<file path="src/rtl/pu_unpack_pkg.sv">
// Shared definitions for the field-unpacking processing unit: drain states,
// attribute bit positions and pointer sizing.
package pu_unpack_pkg;

  typedef enum logic [1:0] {
    ST_EMPTY   = 2'd0,
    ST_LOADED  = 2'd1,
    ST_DRAINED = 2'd2
  } unpack_state_e;

  localparam int ATTR_INVALID_BIT = 0;

  // Pointer must be able to hold DATA_WIDTH itself (fully drained word).
  function automatic int ptr_bits(input int data_width);
    return $clog2(data_width + 1);
  endfunction

endpackage

</file>
<file path="src/rtl/pu_unpack_extract.sv">
// Combinational field extractor: returns w bits of word starting at ptr,
// zero-extended, and flags reads that run past the end of the word.
module pu_unpack_extract
  import pu_unpack_pkg::*;
#(
  parameter int DATA_WIDTH = 32,
  parameter int SEL_WIDTH  = 4,
  parameter int PTR_W      = ptr_bits(DATA_WIDTH)
) (
  input  logic [DATA_WIDTH-1:0] word,
  input  logic [PTR_W-1:0]      ptr,
  input  logic [SEL_WIDTH:0]    w,
  output logic [DATA_WIDTH-1:0] field,
  output logic                  overrun
);

  localparam int SUM_W = ((PTR_W > SEL_WIDTH + 1) ? PTR_W : SEL_WIDTH + 1) + 1;
  localparam logic [SUM_W-1:0] SUM_END = SUM_W'(DATA_WIDTH);

  logic [SUM_W-1:0]      w_ext;
  logic [SUM_W-1:0]      sum;
  logic [DATA_WIDTH-1:0] shifted;
  logic [DATA_WIDTH-1:0] mask;

  // NOTE: every variable gets a value on every path through always_comb, so no latch is inferred.
  always_comb begin
    w_ext   = SUM_W'(w);
    sum     = SUM_W'(ptr) + w_ext;
    overrun = (sum > SUM_END);
    shifted = word >> ptr;
    mask    = '0;
    for (int i = 0; i < DATA_WIDTH; i++) begin
      mask[i] = (SUM_W'(i) < w_ext);
    end
    field = shifted & mask;
  end

endmodule

</file>
<file path="src/rtl/pu_unpack.sv">
// PU bus unit that splits a loaded word into consecutive variable-width
// fields, LSB first; reads are combinational and advance the pointer on clk.
module pu_unpack
  import pu_unpack_pkg::*;
#(
  parameter int DATA_WIDTH = 32,
  parameter int ATTR_WIDTH = 4,
  parameter int SEL_WIDTH  = 4
) (
  input  logic                  clk,
  input  logic                  rst,
  input  logic                  signal_wr,
  input  logic                  signal_oe,
  input  logic [SEL_WIDTH-1:0]  signal_sel,
  input  logic [DATA_WIDTH-1:0] data_in,
  input  logic [ATTR_WIDTH-1:0] attr_in,
  output logic [DATA_WIDTH-1:0] data_out,
  output logic [ATTR_WIDTH-1:0] attr_out
);

  localparam int PTR_W = ptr_bits(DATA_WIDTH);
  localparam int SUM_W = ((PTR_W > SEL_WIDTH + 1) ? PTR_W : SEL_WIDTH + 1) + 1;
  localparam logic [PTR_W-1:0] PTR_END = PTR_W'(DATA_WIDTH);
  localparam logic [SUM_W-1:0] SUM_END = SUM_W'(DATA_WIDTH);

  logic [DATA_WIDTH-1:0] word_q;
  logic [ATTR_WIDTH-1:0] attr_q;
  logic [PTR_W-1:0]      ptr_q, ptr_d;
  unpack_state_e         st_q, st_d;

  logic [SEL_WIDTH:0]    w;
  logic [SUM_W-1:0]      sum;
  logic [DATA_WIDTH-1:0] field;
  logic                  overrun;
  logic                  invalid;
  logic [ATTR_WIDTH-1:0] attr_read;

  // Widened by one bit so sel = all-ones yields 2^SEL_WIDTH, not zero.
  assign w = {1'b0, signal_sel} + (SEL_WIDTH + 1)'(1);

  pu_unpack_extract #(
    .DATA_WIDTH (DATA_WIDTH),
    .SEL_WIDTH  (SEL_WIDTH),
    .PTR_W      (PTR_W)
  ) u_extract (
    .word    (word_q),
    .ptr     (ptr_q),
    .w       (w),
    .field   (field),
    .overrun (overrun)
  );

  always_comb begin
    ptr_d     = ptr_q;
    st_d      = st_q;
    sum       = SUM_W'(ptr_q) + SUM_W'(w);
    invalid   = (st_q != ST_LOADED) || overrun;
    attr_read = attr_q;
    attr_read[ATTR_INVALID_BIT] = attr_q[ATTR_INVALID_BIT] | invalid;
    data_out  = '0;
    attr_out  = '0;

    if (signal_oe) begin
      data_out = field;
      attr_out = attr_read;
    end

    // A write in the same cycle as a read wins: the read sees the old word.
    if (signal_wr) begin
      ptr_d = '0;
      st_d  = ST_LOADED;
    end else if (signal_oe && st_q == ST_LOADED) begin
      ptr_d = (sum >= SUM_END) ? PTR_END : sum[PTR_W-1:0];
      if (ptr_d == PTR_END) st_d = ST_DRAINED;
    end
  end

  // NOTE: sequential state uses <= so every register updates from pre-edge values.
  always_ff @(posedge clk) begin
    if (rst) begin
      word_q <= '0;
      attr_q <= '0;
      ptr_q  <= '0;
      st_q   <= ST_EMPTY;
    end else begin
      ptr_q <= ptr_d;
      st_q  <= st_d;
      if (signal_wr) begin
        word_q <= data_in;
        attr_q <= attr_in;
      end
    end
  end

endmodule

</file>
<file path="config.mk">
export PLATFORM = sky130hd
export DESIGN_NAME = pu_unpack
export DESIGN_NICKNAME = d
export VERILOG_FILES = /design/src/rtl/pu_unpack_pkg.sv /design/src/rtl/pu_unpack_extract.sv /design/src/rtl/pu_unpack.sv
export SDC_FILE = /design/constraint.sdc
export NUM_CORES = 1
export LEC_CHECK = 0
export CORE_AREA = 2 2 123 125
export CTS_CLUSTER_SIZE = 28
export DETAILED_ROUTE_END_ITERATION = 8
export DIE_AREA = 0 0 125 127
export MAX_ROUTING_LAYER = met4
export PLACE_DENSITY = 0.48
export SETUP_SLACK_MARGIN = 0.2
export SKIP_CTS_REPAIR_TIMING = 1
export SYNTH_ARGS = -nofsm -noshare
export SYNTH_HDL_FRONTEND = slang
export SYNTH_SLANG_ARGS = --single-unit
</file>
<file path="constraint.sdc">
create_clock -name clk -period 7.12 [get_ports clk]
set_clock_uncertainty 0.05 [all_clocks]
set_input_delay 0.712 -clock clk [delete_from_list [all_inputs] [get_ports clk]]
set_output_delay 0.712 -clock clk [all_outputs]
set_load 0.02 [all_outputs]
</file>
* After elaboration in Yosys (flattened, before gate mapping)
Index checks and enable logic that the tools add are counted.
** Operators by class
- $add $sub $neg :: 2
- Magnitude comparators :: 33
- Eq/ne operators :: 3
- Shifts and indexed selects :: 1
- Mux-type cells :: 6
- Bitwise operators :: 2
- Reduce and logical (&&, ||, !) cells :: 7
** Operators by type and width (number)
- less-than comparator 5 bit, first input constant :: 15
- less-than comparator 4 x 5 -> 1 bit, first input constant :: 8
- bitwise AND 32 x 31 -> 32 bit :: 1
- two-way mux 32 bit :: 1
- right shift 32 x 6 -> 32 bit :: 1
- less-than comparator 3 x 5 -> 1 bit, first input constant :: 4
- less-than comparator 1 x 5 -> 1 bit, first input constant :: 2
- less-than comparator 2 x 5 -> 1 bit, first input constant :: 2
- adder 6 x 5 -> 7 bit :: 1
- >= comparator 7 x 6 -> 1 bit, second input constant :: 1
- > comparator 7 x 6 -> 1 bit, second input constant :: 1
- == test 6 bit, second input constant :: 1
- two-way mux 6 bit :: 1
- adder 4 x 1 -> 5 bit, second input constant :: 1
- two-way mux 4 bit :: 1
- AND reduction 2 bit :: 2
- nonzero test 2 bit :: 2
- two-way mux 1 bit :: 3
- == test 2 x 1 -> 1 bit, second input constant :: 1
- != test 2 x 1 -> 1 bit, second input constant :: 1
- OR reduction 2 bit :: 1
- logical AND 1 bit :: 1
- logical OR 1 bit :: 1
- bitwise OR 1 bit :: 1
** Word-level totals
- Flip-flop bits (word level) :: 44
- Bits of input ports :: 44
- Output and inout bits :: 36
- Word-level logic and storage cells :: 59

* Logic depth before layout (Yosys ltp)
- Word-level depth :: 8
- Depth in mapped cells :: 10
- Depth with buffers taken out :: 9

* By module
Synthesis repeated with hierarchy kept, for this count alone.
** Unflattened totals
- Cell total of the unflattened synthesis :: 548
- Area, all modules :: 4834.6 sq um
** By module, submodules not included
- pu_unpack_extract :: times used 1, cells an instance 333, area each 2778.9 sq um, sequential area each 0.0 sq um
- pu_unpack :: times used 1, cells an instance 215, area each 2055.7 sq um, sequential area each 880.8 sq um

* Least setup slack after synthesis
No wires, ideal clock.
- Path type :: in2out
- Start point :: input signal_sel[0]
- End point :: output attr_out[0]
- Arrival time :: 2.855 ns
- Data required time :: 6.358 ns
- Path slack :: 3.503 ns
- Stages :: 10
- Buffers on the path :: 1
- Path through :: clkbuf_1 and3_1 xnor2_1 inv_1 ha_1 and3_1 a221o_1 xnor2_1 a31oi_1 o21a_1
** Between the ends
- Cells in the longest elaborated chain, start to end :: 6
** Ends and longest elaborated chain
- start, declared :: line pu_unpack.sv:14 : input logic [SEL_WIDTH-1:0] signal_sel,
- adder 4 x 1 -> 5 bit :: line pu_unpack.sv:39 : assign w = {1'b0, signal_sel} + (SEL_WIDTH + 1)'(1);
- adder 6 x 5 -> 7 bit :: line pu_unpack_extract.sv:28 : sum = SUM_W'(ptr) + w_ext;
- > comparator 7 x 6 -> 1 bit :: line pu_unpack_extract.sv:29 : overrun = (sum > SUM_END);
- logical OR 1 bit :: line pu_unpack.sv:57 : invalid = (st_q != ST_LOADED) || overrun;
- bitwise OR 1 bit :: line pu_unpack.sv:59 : attr_read[ATTR_INVALID_BIT] = attr_q[ATTR_INVALID_BIT] | invalid;
- two-way mux 4 bit :: line pu_unpack.sv:63 : if (signal_oe) begin
- end, declared :: line pu_unpack.sv:18 : output logic [ATTR_WIDTH-1:0] attr_out
No other way between the ends.

* Worst setup path after layout
- Start point :: input signal_sel[2]
- End point :: output attr_out[0]
The elaborated chain is that of the path after synthesis.

==> run_results.csv <==
group,metric,value,unit
clock_tree,cts_sinks,44,
cells_and_area,area_growth,20.79,%
routing,viasPerCell,5.514,
clock_tree,clockRootBuffer,"clkbuf_16",
floorplan,core_area,14420,um^2
clock_tree,cts_made_buffers,5,
critical_path,cp_max_fo,19,
power_and_ir_drop,powerDensity,137.4,nW/um^2
floorplan,num_io_pins,80,
placed_design,io_buffer_count,74,
sta,timing.fmax,197.7,MHz
sta,tns,0,ns
critical_path,crit_type,"in -> out",
logic_synthesis,async_reset_ff_frac,0,
global_routing,grt_pass1_wl,21.87,mm
routing,vias,4003,
clock_tree,cts_tree,"done",
critical_path,required,6.36,ns
logic_synthesis,synth_top_cells_by_area,"dfxtp_1 20%, mux2i_1 17%, mux4_2 10%, nor2_1 6.3%, mux2_2 3.4%",
clock_tree,cts_max_path_buffers,2,
sta,max-slew-margin-rel,0.4706,
floorplan,dieWidth,125,um
global_routing,grt-ovfl-total,0,
routing,ant_nets,0,
routing,routedWlPerCell,18.66,um
flow_run,drv_cap,0,
clock_tree,ctsHtreeMaxLevel,2,
critical_path,cp-start-kind,"input pin",
min_path,hold_class,"reg -> reg",
logic_synthesis,syn_area,4309,um^2
critical_path,cpPeakStageDelay,0.91,ns
cells_and_area,diodes,0,
critical_path,cpMaxStageDelayCell,"clkdlybuf4s50_1",
logic_synthesis,synth.distinct_cells,69,
logic_synthesis,synth.most_common_cell,"mux2i_1",
logic_synthesis,synthCells,496,
power_and_ir_drop,p_total,0.7151,mW
routing,drt-pass1-iter-count,4,
routing,routed_wl,13.55,mm
logic_synthesis,ys_ff_latch,44,
placed_design,place_hpwl,10.39,mm
routing,drtIter0Drc,339,
clock_tree,clkLatencyLatePin,0.29,ns
logic_synthesis,synth_seq_area_share,0.2044,
floorplan,fp.dieArea,15880,um^2
logic_synthesis,synth_commonest_cells,"75 x mux2i_1, 72 x nor2_1, 44 x dfxtp_1, 31 x nand2_1, 22 x o21ai_0",
critical_path,crit_arrival,4.30,ns
clock_tree,path_clk_slew,0.07,ns
sta,rsz0062_at_grt,"false",
logic_synthesis,synth_top_area_cell,"dfxtp_1",
cells_and_area,nets,593,
power_and_ir_drop,leakage,1.863,nW
routing,drc,0,
critical_path,cp-end-kind,"output pin",
sta,setup_viol,0,
global_routing,grt_max_degree,51,
floorplan,num_rows,44,
outcome,status,"complete, no violations",
logic_synthesis,synth-edff-count,0,
logic_synthesis,yosys_warnings,0,
logic_synthesis,synth_area_per_cell,8.688,um^2
global_routing,grt_usage,0.1742,
global_routing,grt_pass1_vias,3866,
sta,fin_crit,5.059,ns
sta,finalMaxSlewViolations,0,
sta,hold_viol_final,0,
logic_synthesis,ys.flop_type,"dfxtp_1",
sta,tightest_slew,0.7916,ns
power_and_ir_drop,irDropWorstVdd,87.15,uV
global_routing,antenna_found_initial,0,
floorplan,start_util,0.2988,
logic_synthesis,synth_top_area_share,0.2044,
floorplan,die_h,127,um
critical_path,critical_path.cell_chain,"clkdlybuf4s50_1, and3_1, xnor2_1, inv_1, ha_1, and3_1, a221o_1, xnor2_1, a31oi_1, o21a_1, clkdlybuf4s50_1",
sta,fin_crit_sh,0.7106,
cells_and_area,drive_gt1_frac,0.1181,
placed_design,routabilityCongestion,0.9200,
## metal layers
metal  share of wire  track usage  routed length, um
met5               0            -                  0
met4           0.018      0.04641                240
met3           0.053      0.02638                714
met2            0.42       0.2494               5750
met1            0.51       0.2553               6843
## logic make-up (layout without fill, tap and decap cells)
| logic type | after synthesis | in the layout | synth area share |
|---|---|---|---|
| AND/OR/NAND/NOR | 161 | 161 | 0.1821 |
| AO/OA/AOI/OAI | 113 | 113 | 0.1870 |
| multiplexers | 108 | 108 | 0.3127 |
| buffers and inverters | 54 | 96 | 0.07375 |
| flip-flops | 44 | 44 | 0.2044 |
| adder cells (fa/ha/maj) | 8 | 8 | 0.02497 |
| XOR/XNOR | 7 | 7 | 0.01423 |
| other | 1 | 5 | 0.0008702 |
## layout make-up
class	instances	area, um^2
clock buffer	5	125.1
multi-input combinational	402	3126
tap	184	230.2
fill	1540	9219
sequential	44	883.3
inverter	7	26.28
timing repair buffer	81	788.3
clock inverter	3	26.28
## through the flow
stage          cells    util  hold slack (ns)  area (um^2)  setup WS [ns]
6_report         726  0.3609           0.4449         5205          2.061
4_1_cts          726  0.3609           0.4527         5205          2.102
3_5_place_dp     718  0.3504           0.4373         5054          2.118
3_3_place_gp     718  0.3504           0.4223         5054          2.110
5_1_grt          726  0.3609           0.4879         5205          1.851
2_1_floorplan    500       -           0.4015         4324          3.503
## registers in the layout, indices dropped and copies added, names as in the netlist
name,cells
word_q,32
ptr_q,6
attr_q,4
st_q,2
## power by group
group	switching [mW]	internal, mW	leakage (nW)
Sequential	0.0180	0.259	0.363
Combinational	0.106	0.0920	1.43
Clock	0.107	0.133	0.0748
Total	0.230	0.485	1.86
## layout by cell type, fill, tap and decap left out, drive strengths merged, types with 5 or more instances in the layout
cell type      netlist  routed
o21a                 7       7
nand3                7       7
o22ai                5       5
mux4                20      20
ha                   7       7
o32ai                6       6
mux2i               75      75
a22oi                5       5
conb                 1       5
nor2                72      72
nor3                 8       8
nor2b                5       5
inv                  6       8
buf                 32       8
and2                 5       5
dfxtp               44      44
a21oi               19      19
nand3b               5       5
mux2                13      13
clkdlybuf4s50        0      73
a221oi               7       7
clkbuf              15       5
o21ai               28      28
nand2               31      31
and3                 6       6
nand2b               6       6
## critical path: cells and delay by family
| family | cells | cell delay (ns) |
|---|---|---|
| adders and majority gates | 1 | 0.34 |
| and+or+nand+nor | 2 | 0.55 |
| AOI/OAI and AO/OA | 3 | 0.67 |
| buffers and inverters | 3 | 1.63 |
| xor gates and xnor gates | 2 | 0.39 |
## worst paths after layout
path                               start                     end  cells past startpoint  slack [ns]
setup / recovery           signal_sel[2]             attr_out[0]                     11        2.06
hold / removal    attr_q[3]$_SDFFE_PP0P_  attr_q[3]$_SDFFE_PP0P_                      2        0.44
setup reg to reg   ptr_q[2]$_SDFFE_PP0P_   ptr_q[4]$_SDFFE_PP0P_                      6        4.81
hold reg to reg   attr_q[3]$_SDFFE_PP0P_  attr_q[3]$_SDFFE_PP0P_                      2        0.44
No activity file was read; power rests on OpenSTA's default activity.
